<file path="config.mk">
export PLATFORM = sky130hd
export DESIGN_NAME = sync_fifo_fwft
export DESIGN_NICKNAME = d
export VERILOG_FILES = /design/src/rtl/sync_fifo_fwft.sv
export SDC_FILE = /design/constraint.sdc
export NUM_CORES = 1
export LEC_CHECK = 0
export BUFFER_PORTS_ARGS = -buffer_cell sky130_fd_sc_hd__buf_2
export CAP_MARGIN = 5
export CORE_AREA = 8 8 84 86
export CTS_CLUSTER_DIAMETER = 60
export DETAILED_ROUTE_END_ITERATION = 16
export DIE_AREA = 0 0 92 94
export HOLD_SLACK_MARGIN = 0.15
export PLACE_DENSITY_LB_ADDON = 0.2
export SLEW_MARGIN = 20
export SYNTH_ARGS = -nofsm -noshare
export SYNTH_HDL_FRONTEND = slang
export SYNTH_SLANG_ARGS = --single-unit
</file>
<file path="constraint.sdc">
create_clock -name clk -period 4.3 [get_ports clk]
set_input_delay 0.645 -clock clk [delete_from_list [all_inputs] [get_ports clk]]
set_output_delay 0.645 -clock clk [all_outputs]
set_load 0.05 [all_outputs]
</file>
<file path="src/rtl/sync_fifo_fwft.sv">
// Synchronous single-clock FIFO with programmable almost-full/empty thresholds,
// sticky overflow/underflow flags and a selectable registered or FWFT read port.
module sync_fifo_fwft #(
    parameter int P_DEPTH  = 8,
    parameter int P_DATA_W = 8,
    parameter int P_FWFT   = 0,
    parameter int P_AF_TH  = P_DEPTH - 2,
    parameter int P_AE_TH  = 2
) (
    input  logic                       clk,
    input  logic                       rst,
    input  logic                       w_en,
    input  logic [P_DATA_W-1:0]        i_data,
    output logic                       o_full,
    output logic                       o_afull,
    input  logic                       r_en,
    output logic [P_DATA_W-1:0]        o_data,
    output logic                       o_empty,
    output logic                       o_aempty,
    output logic [$clog2(P_DEPTH):0]   o_count,
    output logic                       o_ovf,
    output logic                       o_udf
);

    localparam int LP_AW = $clog2(P_DEPTH);
    localparam int LP_CW = LP_AW + 1;
    localparam logic [LP_CW-1:0] LP_FULL = LP_CW'(P_DEPTH);
    localparam logic [LP_CW-1:0] LP_AF   = LP_CW'(P_AF_TH);
    localparam logic [LP_CW-1:0] LP_AE   = LP_CW'(P_AE_TH);

    logic [P_DATA_W-1:0] r_mem [P_DEPTH];
    logic [LP_AW-1:0]    r_wrPtr;
    logic [LP_AW-1:0]    r_rdPtr;
    logic [LP_CW-1:0]    r_count;
    logic                r_ovf;
    logic                r_udf;
    logic                w_wrAccept;
    logic                w_rdAccept;

    // Flags come straight off the registered count, so acceptance only ever
    // sees the state from the start of the cycle.
    assign o_full   = (r_count == LP_FULL);
    assign o_empty  = (r_count == '0);
    assign o_afull  = (r_count >= LP_AF);
    assign o_aempty = (r_count <= LP_AE);
    assign o_count  = r_count;
    assign o_ovf    = r_ovf;
    assign o_udf    = r_udf;

    assign w_wrAccept = w_en && !o_full;
    assign w_rdAccept = r_en && !o_empty;

    always_ff @(posedge clk) begin
        if (rst) begin
            r_wrPtr <= '0;
            r_rdPtr <= '0;
            r_count <= '0;
            r_ovf   <= 1'b0;
            r_udf   <= 1'b0;
        end else begin
            if (w_wrAccept) begin
                r_wrPtr <= r_wrPtr + LP_AW'(1);
            end
            if (w_rdAccept) begin
                r_rdPtr <= r_rdPtr + LP_AW'(1);
            end
            case ({w_wrAccept, w_rdAccept})
                2'b10:   r_count <= r_count + LP_CW'(1);
                2'b01:   r_count <= r_count - LP_CW'(1);
                default: r_count <= r_count;
            endcase
            if (w_en && o_full) begin
                r_ovf <= 1'b1;
            end
            if (r_en && o_empty) begin
                r_udf <= 1'b1;
            end
        end
    end

    // Storage is never cleared; a reset simply makes its contents unreachable.
    always_ff @(posedge clk) begin
        if (!rst && w_wrAccept) begin
            r_mem[r_wrPtr] <= i_data;
        end
    end

    generate
        if (P_FWFT != 0) begin : g_fwft
            assign o_data = r_mem[r_rdPtr];
        end else begin : g_std
            logic [P_DATA_W-1:0] r_dataOut;

            always_ff @(posedge clk) begin
                if (rst) begin
                    r_dataOut <= '0;
                end else if (w_rdAccept) begin
                    r_dataOut <= r_mem[r_rdPtr];
                end
            end

            assign o_data = r_dataOut;
        end
    endgenerate

endmodule

</file>
==> results of run 1 <==
## worst max-delay path, cell delays in order (launching register included)
cell	delay, ns
dfxtp_1	0.44
or4b_4	0.65
nand2_8	0.14
ha_1	0.26
xor2_1	0.19
ha_1	0.19
a21oi_1	0.06
xor2_1	0.19
or3_1	0.32
a21oi_1	0.14
## routing by layer
metal / GRT usage / up-vias / share of wire
met3: 0.0384 / 10 / 0.060
met5: 0 / - / 0
met4: 0.0685 / 0 / 0.017
li1: - / 854 / -
met2: 0.271 / 54 / 0.51
met1: 0.189 / 955 / 0.41
## layout by cell type (no fill, tap or decap), types with 2 or more instances in the layout
master	synthesis	final
nand2_1	3	3
buf_2	2	29
ha_1	5	5
or3_1	2	2
nor3_2	8	11
nor2_1	23	23
buf_4	1	4
mux2i_1	2	2
o22ai_2	8	8
clkbuf_8	0	9
xor2_1	6	6
clkinv_2	0	2
nor2b_1	4	4
bufinv_16	0	2
mux4_2	16	16
nor4_1	2	2
dfxtp_1	20	19
edfxtp_1	64	64
a21oi_1	5	5
nand3_1	2	2
## state kept, by name (all words and copies together), names as in the netlist
name,cells
r_mem,64
o_data,8
o_count,4
r_rdPtr,3
r_wrPtr,3
o_ovf,1
o_udf,1
## per-stage QoR
| step | cells | util | setup WS [ns] |
|---|---|---|---|
| final | 314 | 0.672 | 1.66 |
| after global routing | 314 | 0.672 | 1.53 |
| after CTS | 314 | 0.672 | 1.67 |
| after detailed placement | 299 | 0.636 | 1.70 |
| after global placement | 299 | 0.636 | 1.91 |
| after floorplan | 203 | - | 1.40 |
## worst max-delay path by stage
stage	from	end	slack, ns	depth (start not counted)
final	o_count[1]$_SDFFE_PP0P_	o_count[2]$_SDFFE_PP0P_	1.66	9
after global routing	o_count[1]$_SDFFE_PP0P_	o_count[2]$_SDFFE_PP0P_	1.53	9
after CTS	o_count[1]$_SDFFE_PP0P_	o_count[2]$_SDFFE_PP0P_	1.67	9
after detailed placement	o_count[1]$_SDFFE_PP0P_	o_count[2]$_SDFFE_PP0P_	1.70	9
after global placement	o_count[0]$_SDFFE_PP0P_	o_count[2]$_SDFFE_PP0P_	1.91	9
after floorplan	o_count[1]$_SDFFE_PP0P_	o_empty	1.40	2
## cells by family after synthesis
logic type               share of synthesized area
AO/OA/AOI/OAI                               0.0551
adder cells (fa/ha/maj)                     0.0181
multiplexers                                 0.113
buffers and inverters                       0.0254
flip-flops                                   0.672
XOR/XNOR                                    0.0177
AND/OR/NAND/NOR                             0.0982
## final cells by class
class,count,share of cell area
inverter,1,0.000972
sequential,84,0.602
tap,75,0.0243
clock inverter,5,0.0201
clock buffer,10,0.0331
timing repair buffer,33,0.0454
multi-input combinational,106,0.274
## where the power goes
part | leakage, uW | internal (uW) | switching [uW]
clock network | 0.000102 | 322 | 265
registers | 0.000742 | 957 | 107
logic | 0.000513 | 277 | 549
==> metrics.txt, run 1 <==
I/O pins 30; Worst EP arrival 2.92 ns; ys flop type edfxtp_1; max_slew headroom 0.379; clock sink count 84; synthesized instance count 203; post-CTS sizing 0; top-count cell post-synth edfxtp_1; Reg area ~2300 um^2; GR Overflow Total 0; design area 3860 um^2; CTS tree done; Reg2Reg Capture Point o_count[2]$_SDFFE_PP0P_; GRT Util Overall 0.159; DR vias 1,873; largest net degree at the start of global routing 26; largest cells by area after synthesis edfxtp_1 56%, dfxtp_1 12%, mux4_2 10%; hold_sp o_ovf$_SDFFE_PP0P_; worst r2r src o_count[1]$_SDFFE_PP0P_; P_leak 0.00136 uW; DRT Pass-1 Iters 4; Clock transition at path regs 0.08 ns; R2R Setup Slk 1.66 ns; Startpoint Class flip-flop; hold slack 0.465 ns; die height 94 um; Synth Cell Area 3450 um^2; half-perimeter wire length after placement 4190 um; Pwr Density around 640 nW/um^2; root buffer cell clkbuf_8; kind of end point of the critical path flip-flop; Post-synth EDFFs between 60 and 70; register bit total from synthesis 84; Hold Path Class reg -> reg; Final Critical Period 2.64 ns; drt drc 0; post-place instance area 3650 um^2; antenna diode instance count 0; First DRT Iteration DRCs 131; final WL about 6600 um; Least-Margin Pin Slew 0.926 ns; maximum vdd drop approximately 500 uV; Min-Delay Endpoint o_ovf$_SDFFE_PP0P_; first-pass GRT wire length 10,300 um; layout cells sized above 1 0.385; H-tree levels 3; Distinct cells, synth 40; Placeable Area 5750 um^2; fin crit share 0.614; number of global-route vias before repair 1,944; RSZ-0062 raised after global routing no; setup TNS 0 ns; Fill cells a little over 400; final hold vios 0; max_cap viols 0; Worst Path Required 4.57 ns; Die ar. about 8600 um^2; Hold Path Cell Cnt 2; Synth async-reset ratio 0; via/cell ratio 5.96; Post-synth top cells 64 x edfxtp_1, 23 x nor2_1, 20 x dfxtp_1, 16 x mux4_2; Crit Path Class reg -> reg; cell taking the most area after synthesis edfxtp_1; Die X 92 um; FP Rows 28; Power, Total approximately 2500 uW; initial antenna violation count 0; synth warn 0; Synthesized Nets 220; worst r2r path cells 9; cts bufs inserted 9; routed len/inst ~21 um; f_max roughly 380 MHz; Clk Latency, worst-skew pair ~0.34 ns; post-synth top area share 0.556; Synth Area per Inst around 17 um^2; final setup fails 0; status finished, final reports clean; layout net count 252; GPL Wtd Cong 0.842; PortBufs 29; Post-CTS Setup Bufs 0; Pins Over Slew Limit 0; Worst Path Max Fanout 11; Seq/Total Area, Yosys 0.672; Initial Utilization 0.601; # hold bufs at CTS 0; area grow syn2layout 11.8%; Final Skew 0.00838 ns; CTS max path bufs 2; antenna-violating nets left 0; area of the multi-input gates 1060 um^2
Power figures use the tool's default switching activity.
==> run 2: changes to the inputs <==
--- a/config.mk
+++ b/config.mk
@@ -7,10 +7,10 @@
 export LEC_CHECK = 0
 export BUFFER_PORTS_ARGS = -buffer_cell sky130_fd_sc_hd__buf_2
 export CAP_MARGIN = 5
-export CORE_AREA = 8 8 84 86
+export CORE_AREA = 8 8 87 89
 export CTS_CLUSTER_DIAMETER = 60
 export DETAILED_ROUTE_END_ITERATION = 16
-export DIE_AREA = 0 0 92 94
+export DIE_AREA = 0 0 95 97
 export HOLD_SLACK_MARGIN = 0.15
 export PLACE_DENSITY_LB_ADDON = 0.2
 export SLEW_MARGIN = 20
==> constraint.sdc (replaced) <==
create_clock -name clk -period 2.7 [get_ports clk]
set_input_delay 0.405 -clock clk [delete_from_list [all_inputs] [get_ports clk]]
set_output_delay 0.405 -clock clk [all_outputs]
set_load 0.05 [all_outputs]
==> metrics.txt, run 2 (synthesis gave the netlist of run 1 again) <==
grt met1 use 0.176 (was 0.189); Sw Share 0.348 (was 0.372); Setup WS post-layout 0.198 ns (was 1.66 ns); area of the multi-input gates 1060 um^2 (about the same); setup TNS 0 ns (unchanged); PortBufs 29 (unchanged); final hold vios 0 (unchanged); Final Critical Period 2.50 ns (was 2.64 ns); GRT Util Overall 0.144 (was 0.159); Final Skew 0.0116 ns (was 0.00838 ns); post-CTS sizing 0 (unchanged); half-perimeter wire length after placement 4020 um (was 4190 um); maximum vdd drop 766 uV (was 512 uV); initial antenna violation count 0 (unchanged); Int Power 2680 uW (was 1560 uW); Clock transition at path regs 0.08 ns (about the same); sequential group share of total power 0.399 (was 0.430); R2R Setup Slk 0.20 ns (was 1.66 ns); fin crit share 0.927 (was 0.614); Die ar. 9220 um^2 (was 8650 um^2); most common cell after layout, fill and taps aside edfxtp_1 (unchanged); Die X 95 um (was 92 um); Clk Latency, worst-skew pair 0.34 ns (about the same); drt drc 0 (unchanged); worst r2r path cells 6 (was 9); I/O pins 30 (unchanged); Hold Path Class in -> reg (was reg -> reg); layout net count 259 (was 252); slowest stage delay, CP 0.65 ns (about the same); Fill cells 459 (was 404); DRT Pass-1 Iters 4 (unchanged); Worst EP arrival 2.73 ns (was 2.92 ns); layout cells sized above 1 0.393 (was 0.385); area grow syn2layout 14.7% (was 11.8%); Worst Path Max Fanout 9 (was 11); First DRT Iteration DRCs 119 (was 131); Initial Utilization 0.557 (was 0.601); GRT busiest layer met2 (unchanged); met2 usage 0.232 (was 0.271); number of global-route vias before repair 1,825 (was 1,944); GR Overflow Total 0 (unchanged); antenna diode instance count 0 (unchanged); DR vias 1,823 (was 1,873); Least-Margin Pin Slew 0.565 ns (was 0.926 ns); GPL Wtd Cong 0.760 (was 0.842); root buffer cell clkbuf_8 (unchanged); Worst Path Required 2.93 ns (was 4.57 ns); die height 97 um (was 94 um); final WL 6220 um (was 6570 um); routed len/inst 19.2 um (was 20.9 um); largest net degree at the start of global routing 26 (unchanged); P_leak 0.00141 uW (was 0.00136 uW); Post-CTS Setup Bufs 0 (unchanged); RSZ-0062 raised after global routing no (unchanged); clock sink count 84 (unchanged); Reg area 2320 um^2 (unchanged); largest reg by FF count r_mem (unchanged); final setup fails 0 (unchanged); critical path, cell by cell or4b_4 -> nand2_8 -> ha_1 -> or3_1 -> o32ai_1 -> mux2_1 (was or4b_4 -> nand2_8 -> ha_1 -> xor2_1 -> ha_1 -> a21oi_1 -> xor2_1 -> or3_1 -> a21oi_1); clock power share 0.272 (was 0.237); H-tree levels 3 (unchanged); f_max 400 MHz (was 379 MHz); first-pass GRT wire length 9760 um (was 10,300 um); CTS tree done (unchanged); max_cap viols 0 (unchanged); status finished, final reports clean (unchanged); Power, Total 4100 uW (was 2480 uW); CTS max path bufs 2 (unchanged); cts bufs inserted 9 (unchanged); Placeable Area 6200 um^2 (was 5750 um^2); antenna-violating nets left 0 (unchanged); sw power 1430 uW (was 921 uW); Setup WS pre-CTS 0.224 ns (was 1.70 ns); via/cell ratio 5.63 (was 5.96); kind of end point of the critical path flip-flop (unchanged); logic gate share of total power 0.328 (was 0.333); Pins Over Slew Limit 0 (unchanged); FP Rows 29 (was 28); Hold Path Cell Cnt 3 (was 2); max FFs per register 64 (unchanged); Startpoint Class flip-flop (unchanged); Pwr Density 1040 nW/um^2 (was 642 nW/um^2); most frequent cells in the layout 64 x edfxtp_1, 29 x buf_2, 23 x nor2_1 (unchanged); max_slew headroom 0.624 (was 0.379); Crit Path Class reg -> reg (unchanged); met3 usage 0.0379 (was 0.0384); critical path's slowest cell or4b_4 (unchanged); # hold bufs at CTS 0 (unchanged)
-- run 2: layer usage --
layer	share of wire	wire (um)
met1	0.43	2670
met2	0.51	3150
met3	0.051	315
met5	0	0
met4	0.013	79
-- run 2: final cells by class --
cell class                      count  area share
Inverter                            1    0.000947
Sequential cell                    84       0.586
Clock inverter                      5      0.0313
Clock buffer                       11      0.0331
Tap cell                           77      0.0243
Timing Repair Buffer               40      0.0574
Multi-Input combinational cell    106       0.267
-- run 2: through the flow --
step / instance area, um^2 / hold WS [ns] / std cells / utilization
floorplan: 3460 / 0.504 / 203 / -
finish: 3960 / 0.328 / 324 / 0.639
global route: 3960 / 0.337 / 324 / 0.639
CTS: 3960 / 0.317 / 324 / 0.639
detailed placement: 3710 / 0.454 / 308 / 0.598
global placement: 3710 / 0.442 / 308 / 0.598
-- run 2: worst max-delay path: cells and delay by family (launching register included) --
kind / cells / cell delay (ns)
flip-flops: 1 / 0.40
adder cells (fa/ha/maj): 1 / 0.30
AO/OA/AOI/OAI: 1 / 0.16
multiplexers: 1 / 0.35
AND/OR/NAND/NOR: 3 / 1.17
-- run 2: path summary, 6_finish.rpt --
path,from,to
worst min-delay path,r_en,o_udf$_SDFFE_PP0P_
worst max-delay path,o_count[0]$_SDFFE_PP0P_,o_count[3]$_SDFFE_PP0P_
worst min register to register,o_udf$_SDFFE_PP0P_,o_udf$_SDFFE_PP0P_
worst max register to register,o_count[0]$_SDFFE_PP0P_,o_count[3]$_SDFFE_PP0P_
-- run 2: power groups by stage --
stage | registers [uW] | clock network, uW | logic [uW]
after global routing | 1660 | 1180 | 1460
after detailed placement | 1670 | 0 | 1370
after CTS | 1640 | 1130 | 1370
after floorplan | 1930 | 0 | 857
final | 1640 | 1120 | 1350
after global placement | 1670 | 0 | 1350
==> run 3: changes to the inputs <==
--- a/config.mk
+++ b/config.mk
@@ -12,6 +12,7 @@
 export DETAILED_ROUTE_END_ITERATION = 16
 export DIE_AREA = 0 0 95 97
 export HOLD_SLACK_MARGIN = 0.15
+export MAX_ROUTING_LAYER = met4
 export PLACE_DENSITY_LB_ADDON = 0.2
 export SLEW_MARGIN = 20
 export SYNTH_ARGS = -nofsm -noshare
==> metrics.txt, run 3 (synthesis gave the netlist of run 1 again) <==
status finished, final reports clean (unchanged); Worst Path Max Fanout 9 (unchanged); CTS tree done (unchanged); Pwr Density 1040 nW/um^2 (about the same); PortBufs 29 (unchanged); routed len/inst 19.2 um (about the same); final setup fails 0 (unchanged); GRT Util Overall 0.148 (was 0.144); clock sink count 84 (unchanged); die height 97 um (unchanged); Clk Latency, worst-skew pair 0.34 ns (about the same); most common cell after layout, fill and taps aside edfxtp_1 (unchanged); Fill cells 459 (unchanged); Final Critical Period 2.50 ns (about the same); setup TNS 0 ns (unchanged); GR Overflow Total 0 (unchanged); max_slew headroom 0.628 (was 0.624); layout cells sized above 1 0.393 (unchanged); post-CTS sizing 0 (unchanged); Crit Path Class reg -> reg (unchanged); via/cell ratio 5.60 (was 5.63); drt drc 0 (unchanged); cts bufs inserted 9 (unchanged); Least-Margin Pin Slew 0.558 ns (was 0.565 ns); maximum vdd drop 766 uV (about the same); antenna-violating nets left 0 (unchanged); critical path's slowest cell or4b_4 (unchanged); half-perimeter wire length after placement 4020 um (unchanged); largest reg by FF count r_mem (unchanged); root buffer cell clkbuf_8 (unchanged); GPL Wtd Cong 0.770 (was 0.760); layout net count 259 (unchanged); Crit path depth 6 (unchanged); worst r2r path cells 6 (unchanged); P_leak 0.00141 uW (unchanged); Power, Total 4110 uW (was 4100 uW); critical path, cell by cell or4b_4 -> nand2_8 -> ha_1 -> or3_1 -> o32ai_1 -> mux2_1 (unchanged); Clock transition at path regs 0.08 ns (about the same); Initial Utilization 0.557 (unchanged); DRT Pass-1 Iters 4 (unchanged); Worst Path Required 2.93 ns (about the same); Die ar. 9220 um^2 (unchanged); Die X 95 um (unchanged); number of global-route vias before repair 1,824 (was 1,825); fin crit share 0.925 (was 0.927); slowest stage delay, CP 0.65 ns (about the same); initial antenna violation count 0 (unchanged); H-tree levels 3 (unchanged); Hold Path Class in -> reg (unchanged); RSZ-0062 raised after global routing no (unchanged); FP Rows 29 (unchanged); max_cap viols 0 (unchanged); kind of end point of the critical path flip-flop (unchanged); CTS max path bufs 2 (unchanged); Post-CTS Setup Bufs 0 (unchanged); Buf/Inv on CP 0 (unchanged); # hold bufs at CTS 0 (unchanged); final hold vios 0 (unchanged); final WL 6210 um (was 6220 um); DR vias 1,813 (was 1,823); most frequent cells in the layout 64 x edfxtp_1, 29 x buf_2, 23 x nor2_1 (unchanged); post-layout util 0.639 (unchanged); I/O pins 30 (unchanged); Startpoint Class flip-flop (unchanged); first-pass GRT wire length 9770 um (was 9760 um); area grow syn2layout 14.7% (unchanged); First DRT Iteration DRCs 130 (was 119); Final Skew 0.00864 ns (was 0.0116 ns); f_max 400 MHz (about the same); Pins Over Slew Limit 0 (unchanged); Placeable Area 6200 um^2 (unchanged); Top delay family on crit path simple AND/OR/NAND/NOR gates (unchanged); max FFs per register 64 (unchanged); hold slack 0.323 ns (was 0.328 ns); largest net degree at the start of global routing 26 (unchanged); antenna diode instance count 0 (unchanged); Hold Path Cell Cnt 3 (unchanged); Worst EP arrival 2.73 ns (about the same)
[run 3: routing by layer]
metal / up-vias / share of wire / GRT usage
met5: - / 0 / -
met4: 0 / 0.016 / 0.0649
met3: 8 / 0.065 / 0.0355
met2: 46 / 0.50 / 0.231
met1: 895 / 0.42 / 0.178
li1: 864 / - / -
[run 3: cell type report]
class	count	area, um^2	share of cell area
well taps	77	96.3	0.0243
repair buffers	40	228	0.0574
clock buffers	11	131	0.0331
multi-input cells	106	1060	0.267
inverters	1	3.75	0.000947
flip-flops and latches	84	2320	0.586
clock inverters	5	124	0.0313
[run 3: worst paths after layout]
check / from / endpoint / slack (ns)
max: o_count[0]$_SDFFE_PP0P_ / o_count[3]$_SDFFE_PP0P_ / 0.20
min: r_en / o_udf$_SDFFE_PP0P_ / 0.32
max reg2reg: o_count[0]$_SDFFE_PP0P_ / o_count[3]$_SDFFE_PP0P_ / 0.20
min reg2reg: o_udf$_SDFFE_PP0P_ / o_udf$_SDFFE_PP0P_ / 0.47
[run 3: stage by stage]
| stage | instance area [um^2] | std cells | setup slack, ns |
|---|---|---|---|
| 4_1_cts | 3960 | 324 | 0.204 |
| 2_1_floorplan | 3460 | 203 | 0.0442 |
| 5_1_grt | 3960 | 324 | 0.104 |
| 3_5_place_dp | 3710 | 308 | 0.224 |
| 3_3_place_gp | 3710 | 308 | 0.252 |
| 6_report | 3960 | 324 | 0.202 |
[run 3: worst min-delay path, stage by stage]
cell and delay, ns:
buf_2 0.10, a21oi_1 0.06, nor2_1 0.07
[run 3: power breakdown]
group	internal (uW)	switching, uW
Combinational	447	903
Sequential	1530	114
Clock	706	411
Total	2680	1430
